### src/rtl/wb_master_seq.sv
// wb_master_seq: Wishbone classic-cycle initiator.
// Turns single-word commands from a valid/ready command port into Wishbone bus
// cycles and returns read data or completion status on a valid/ready response
// port. A per-transaction ack timeout keeps unmapped addresses (never acked by
// the decoder) from hanging the initiator.
//
// Ports:
//   wbs_clk_i, wbs_rst_n_i            clock, async active-low reset
//   cmd_valid_i / cmd_ready_o         command handshake
//   cmd_we_i, cmd_adr_i, cmd_dat_i,
//   cmd_sel_i                         command payload
//   rsp_valid_o / rsp_ready_i         response handshake
//   rsp_dat_o, rsp_err_o              read data (0 on write/timeout), timeout flag
//   wbm_cyc_o, wbm_stb_o, wbm_we_o,
//   wbm_sel_o, wbm_adr_o, wbm_dat_o   Wishbone request
//   wbm_dat_i, wbm_ack_i              Wishbone reply
//   busy_o                            FSM not in IDLE
//
// state | meaning
// ------+-----------------------------------------------------------
// IDLE  | ready for a command, bus idle
// BUS   | cyc/stb asserted, waiting for ack or timeout
// RESP  | response held on rsp_* until rsp_ready_i
module wb_master_seq #(
   parameter int TIMEOUT = 255
) (
   input  logic        wbs_clk_i,
   input  logic        wbs_rst_n_i,
   input  logic        cmd_valid_i,
   output logic        cmd_ready_o,
   input  logic        cmd_we_i,
   input  logic [31:0] cmd_adr_i,
   input  logic [31:0] cmd_dat_i,
   input  logic [3:0]  cmd_sel_i,
   output logic        rsp_valid_o,
   input  logic        rsp_ready_i,
   output logic [31:0] rsp_dat_o,
   output logic        rsp_err_o,
   output logic        wbm_cyc_o,
   output logic        wbm_stb_o,
   output logic        wbm_we_o,
   output logic [3:0]  wbm_sel_o,
   output logic [31:0] wbm_adr_o,
   output logic [31:0] wbm_dat_o,
   input  logic [31:0] wbm_dat_i,
   input  logic        wbm_ack_i,
   output logic        busy_o
);

   localparam int CW = $clog2(TIMEOUT + 1);
   localparam logic [CW-1:0] CNT_LAST = CW'(TIMEOUT - 1);

   typedef enum logic [1:0] {IDLE, BUS, RESP} state_t;

   state_t        state;
   logic [CW-1:0] cnt;

   assign busy_o = (state != IDLE);

   always_ff @(posedge wbs_clk_i or negedge wbs_rst_n_i) begin
      if (!wbs_rst_n_i) begin
         state       <= IDLE;
         cnt         <= '0;
         cmd_ready_o <= 1'b0;
         rsp_valid_o <= 1'b0;
         rsp_dat_o   <= '0;
         rsp_err_o   <= 1'b0;
         wbm_cyc_o   <= 1'b0;
         wbm_stb_o   <= 1'b0;
         wbm_we_o    <= 1'b0;
         wbm_sel_o   <= '0;
         wbm_adr_o   <= '0;
         wbm_dat_o   <= '0;
      end else begin
         case (state)
            IDLE: begin
               // ready comes up one edge after reset release
               cmd_ready_o <= 1'b1;
               if (cmd_valid_i && cmd_ready_o) begin
                  cmd_ready_o <= 1'b0;
                  wbm_cyc_o   <= 1'b1;
                  wbm_stb_o   <= 1'b1;
                  wbm_we_o    <= cmd_we_i;
                  wbm_adr_o   <= cmd_adr_i;
                  wbm_dat_o   <= cmd_dat_i;
                  wbm_sel_o   <= cmd_sel_i;
                  cnt         <= '0;
                  state       <= BUS;
               end
            end
            BUS: begin
               // an ack in the last allowed cycle wins over the timeout
               if (wbm_ack_i) begin
                  wbm_cyc_o   <= 1'b0;
                  wbm_stb_o   <= 1'b0;
                  rsp_dat_o   <= wbm_we_o ? 32'h0 : wbm_dat_i;
                  rsp_err_o   <= 1'b0;
                  rsp_valid_o <= 1'b1;
                  state       <= RESP;
               end else if (cnt == CNT_LAST) begin
                  wbm_cyc_o   <= 1'b0;
                  wbm_stb_o   <= 1'b0;
                  rsp_dat_o   <= 32'h0;
                  rsp_err_o   <= 1'b1;
                  rsp_valid_o <= 1'b1;
                  state       <= RESP;
               end else begin
                  cnt <= cnt + 1'b1;
               end
            end
            RESP: begin
               if (rsp_ready_i) begin
                  rsp_valid_o <= 1'b0;
                  cmd_ready_o <= 1'b1;
                  state       <= IDLE;
               end
            end
            default: state <= IDLE;
         endcase
      end
   end

endmodule

### config.mk
export PLATFORM = sky130hd
export DESIGN_NAME = wb_master_seq
export DESIGN_NICKNAME = d
export VERILOG_FILES = /design/src/rtl/wb_master_seq.sv
export SDC_FILE = /design/constraint.sdc
export NUM_CORES = 1
export LEC_CHECK = 0
export CAP_MARGIN = 0
export CELL_PAD_IN_SITES_DETAIL_PLACEMENT = 1
export CELL_PAD_IN_SITES_GLOBAL_PLACEMENT = 1
export CORE_MARGIN = 10
export CORE_UTILIZATION = 32
export DETAILED_ROUTE_END_ITERATION = 10
export PLACE_DENSITY = 0.9
export SYNTH_ARGS = -nofsm -noshare
export SYNTH_HDL_FRONTEND = slang
export SYNTH_SLANG_ARGS = --single-unit
### constraint.sdc
create_clock -name wbs_clk_i -period 3.3 [get_ports wbs_clk_i]
set_input_delay 0.66 -clock wbs_clk_i [delete_from_list [all_inputs] [get_ports wbs_clk_i]]
set_output_delay 0.66 -clock wbs_clk_i [all_outputs]
set_load 0.01 [all_outputs]
# Yosys cells after proc, flatten, opt, wreduce, memory -nomap -nowiden
# Index checks and enable logic that the tools add are counted.
# word_totals
regBits,115
inputBits,106
# classes
addsub,1
n_mux,24
n_eq_ne,8
n_reduce_logical,14
# ops
op,count
two-way mux 32 bit,3
two-way mux 8 bit,3
case mux 8 bit (2 select lines),1
nonzero test 2 bit,5
two-way mux 1 bit,9
AND reduction 3 bit,3
adder 8 x 1 -> 8 bit (second input constant),1
equality test 8 bit (second input constant),1
two-way mux 2 bit,4
inequality test 2 bit (second input constant),4
case mux 1 bit (2 select lines),3
case mux 2 bit (3 select lines),1
AND reduction 2 bit,3
AND reduction 4 bit,1
inequality test 3 bit (second input constant),1
equality test 2 x 1 -> 1 bit (second input constant),1
equality test 2 bit (second input constant),1
logical NOT 2 bit,1
logical AND 1 bit,1

# Logic depth before layout (Yosys ltp)
# logic_depth
ltp_word,4
ltp_mapped,7
ltp_nobuf,6

# Worst setup path after synthesis
# Ideal clock, no wire load.
# synth_timing
path_type,register -> register
start,reg cnt[0]
end,reg cnt[3]
arrival_ps,1355
setup_time_ps,126
setup_slack_ps,1818
synth_period_minus_slack_ps,1482
path_stages_with_launch,7
n_path_buf,1
cell_sequence,dfrtp_1 -> inv_1 -> ha_1 -> nand3_1 -> o211ai_4 -> buf_6 -> a311o_1
# synth_between
elab_chain_len,4
# synth_lines
element,line_no,text
from (decl),56,logic [CW-1:0] cnt;
from (signal assigned),108,cnt <= cnt + 1'b1;
adder 8 x 1 -> 8 bit,108,
two-way mux 8 bit,100,end else if (cnt == CNT_LAST) begin
two-way mux 8 bit,93,if (wbm_ack_i) begin
case mux 8 bit (2 select lines),75,case (state)
# Parallel ways exist; a longest one is shown, timed or not. The select of a mux whose other input is x is not followed.
# A chain may end at the register's enable or synchronous reset.

# Worst setup path in the final report
# layout_timing
start,reg state[0]
end,out busy_o
# layout_between
elab_chain_len,1
# layout_lines
element,line_no,text
from (decl),55,state_t state;
from (signal assigned),62,state <= IDLE;
from (signal assigned),88,state <= BUS;
from (signal assigned),99,state <= RESP;
nonzero test 2 bit,58,assign busy_o = (state != IDLE);
to (decl),47,output logic busy_o
# No other way between the ends.

==> flow_summary_export.csv <==
group,metric,value,unit
timing,relSlewSlack,54.1,%
drt,viasPerCell,4.71,
clock_tree,clock_path_buffers,2,
power,swShare,32.3,%
logic_synthesis,ys_seq_elements,115,
run_status,status,"finished, final reports clean",
timing,fin_skew,0.00627,ns
timing,final-hold-violation-count,0,
logic_synthesis,syn_nets,542,
power,p_int,5.00,mW
floorplan,die_h,138,µm
worst_setup_path,cp_max_fo,5,
clock_tree,numCtsBuffers,17,
timing,slew_viol_final,0,
global_routing,antenna_found_initial,0,
flow_run,drv_cap,0,
drt,drt_iter0_markers,109,
clock_tree,cts_sinks,115,
power,clock_power_share,27.3,%
place,dpl.hpwl,12.2,mm
layout,area_growth_syn_to_layout,66.3,%
logic_synthesis,yosysWarnings,0,
worst_hold_path,min_path_type,"input port to asynchronous set/reset pin",
place,place.gp.congestion,0.763,
power,ir_worst_vdd,0.506,mV
logic_synthesis,synth_seq_area_share,64.9,%
timing,max_freq,426,MHz
clock_tree,cts.reportedPaths.clkPinSlew,0.05,ns
layout,final_cells,838,
layout,drive_gt1_share,7.55,%
clock_tree,cts_max_level,4,
drt,dr.pass1.iters,4,
clock_tree,cts_tree,"built",
worst_setup_path,end_kind,"output port",
place,port_buffers,212,
clock_tree,cts_setup_buffers,0,
logic_synthesis,synth_area_per_cell,10.2,µm²
place,pre_cts_slack,0.828,ns
logic_synthesis,yosys.cell_types.count,30,
layout,final_area,7370,µm²
timing,worst_pin_slew,0.689,ns
logic_synthesis,netlist_area,4430,µm²
worst_setup_path,start_kind,"register",
floorplan,die_area,19000,µm²
place,dpl_cell_area,6720,µm²
drt,detail_route.wirelength,15.8,mm
drt,num_vias,3951,
layout,diodes,0,
clock_tree,root_buffer,"clkbuf_16",
timing,finalSetupViolations,0,
layout,post-route-util,55.0,%
timing,post-route-period-util,71.2,%
logic_synthesis,synth_top_cell_area_share,64.9,%
global_routing,grt_pass1_vias,4442,
worst_setup_path,crit_required,2.64,ns
layout,fill_cells,1477,
power,p_leak,3.46,nW
logic_synthesis,yosysTopAreaCell,"dfrtp_1",
clock_tree,clkLatencyLatePin,0.40,ns
clock_tree,cts_hold_buffers,0,
power,share_comb_of_total_power,39.8,%
drt,ant_nets,0,
drt,drc,0,
global_routing,grt_pass1_wl,24.3,mm
timing,final.setup.worst_slack,0.950,ns
layout,finalNetCount,757,
timing,rsz0062_at_grt,"no",
place,placed_cells,806,
drt,drt-wirelength-per-cell,18.9,µm
logic_synthesis,synthTopCellsByArea,"dfrtp_1 65%, nand2_1 18%, a22o_1 6.3%, buf_2 1.7%, buf_6 1.0%",
floorplan,initial_core_util,33.1,%
logic_synthesis,postSynthCellCount,434,
global_routing,grt.total_usage,16.6,%
global_routing,grt_max_degree,52,
timing,fin_crit,2.35,ns
worst_setup_path,crit_arrival,1.69,ns
floorplan,rows,42,
floorplan,core_area,13400,µm²
floorplan,dieWidth,138,µm
power,total_power,7.39,mW
worst_setup_path,ff2ff_setup_slack,1.24,ns
clock_tree,cts.repair.resized,0,
worst_setup_path,path_class,"register to output port",
global_routing,grt_overflow_total,0,
power,p_switching,2.39,mW
power,power_density,1000,nW/µm²
floorplan,io_pins,213,
timing,worst_hold_slack,0.287,ns
power,p_seq_share,32.9,%
timing,setup_tns,0,ns
## critical path: stages (launching register included)
cell and delay [ns]:
dfrtp_1 0.41, nor2_1 0.31, inv_1 0.07, clkdlybuf4s50_1 0.49
## area by class of cell
type	instances	area, µm²	share of cell area [%]
Sequential cell	115	2880	39.0
Multi-Input combinational cell	290	1400	19.0
Tap cell	176	220	2.99
Inverter	5	18.8	0.254
Clock buffer	22	474	6.43
Clock inverter	10	178	2.41
Timing Repair Buffer	220	2200	29.9
## cell usage after synthesis
cell and n:
or3_1 1, clkbuf_1 4, nand3_1 6, a21oi_2 1, o211ai_1 1, buf_6 4, nand3b_1 1, o211ai_4 1
nand2_1 217, buf_4 1, o21a_1 2, o21ai_2 1, a22o_1 32, nor2_2 3, buf_2 15, nor4_2 1
and3_1 1, nor2_1 3, ha_1 2, inv_1 5, dfrtp_1 115, nor3_1 3, nor3b_1 1, mux2i_1 3
a311o_1 1, and2b_2 1, nand4_2 1, o21ai_1 3, o31ai_1 1, a21oi_1 3
## state kept, by name (all words and copies together), names as in the netlist
register / cells
rsp_dat_o: 32
state: 2
cnt: 8
rsp_valid_o: 1
cmd_ready_o: 1
wbm_we_o: 1
wbm_adr_o: 32
wbm_dat_o: 32
wbm_sel_o: 4
rsp_err_o: 1
wbm_stb_o: 1
## metal layers
metal  part of all wire (%)  GRT usage, %
met1                     37          17.3
met2                     51          28.8
met3                    9.6          7.25
met4                    2.6          6.66
met5                      0             0
## kinds of logic (layout without fill, tap and decap cells)
family / Yosys count / after routing / share of synthesized area (%)
simple gates: 239 / 239 / 21.4
flops: 115 / 115 / 64.9
compound gates: 46 / 46 / 8.78
buf+inv: 29 / 257 / 3.64
mux: 3 / 3 / 0.677
fa+ha+maj: 2 / 2 / 0.564
## power groups by stage
stage	clock network [mW]	logic [mW]	registers, mW
2_1_floorplan	0	0.945	2.68
3_3_place_gp	0	2.88	2.39
3_5_place_dp	0	2.99	2.46
4_1_cts	2.06	3.02	2.44
5_1_grt	2.14	3.22	2.51
6_report	2.02	2.94	2.43
## path summary, 6_finish.rpt
path	from	cells past startpoint	to
max in group asynchronous	wbs_rst_n_i	2	wbm_adr_o[26]
worst min-delay path	wbs_rst_n_i	1	wbm_adr_o[17]
worst max-delay path	state[0]	3	busy_o
worst max register to register	state[0]	5	cnt[2]
min in group wbs_clk_i	wbm_dat_o[23]	2	wbm_dat_o[23]
worst min register to register	wbm_dat_o[23]	2	wbm_dat_o[23]
## layout by cell type, fill, tap and decap left out, types with 2 or more instances in the layout
master           instances
clkinv_2                 4
clkdlybuf4s50_1        211
bufinv_16                5
mux2i_1                  3
a21oi_1                  3
o21ai_1                  3
nand2_1                217
nor2_1                   3
dfrtp_1                115
clkbuf_1                 2
buf_4                    7
nor2_2                   3
a22o_1                  32
o21a_1                   2
nand3_1                  5
buf_12                   2
ha_1                     2
inv_1                    5
clkbuf_8                 3
clkbuf_16               17
nor3_1                   3
Note: power is estimated with default switching activity, not from simulation.
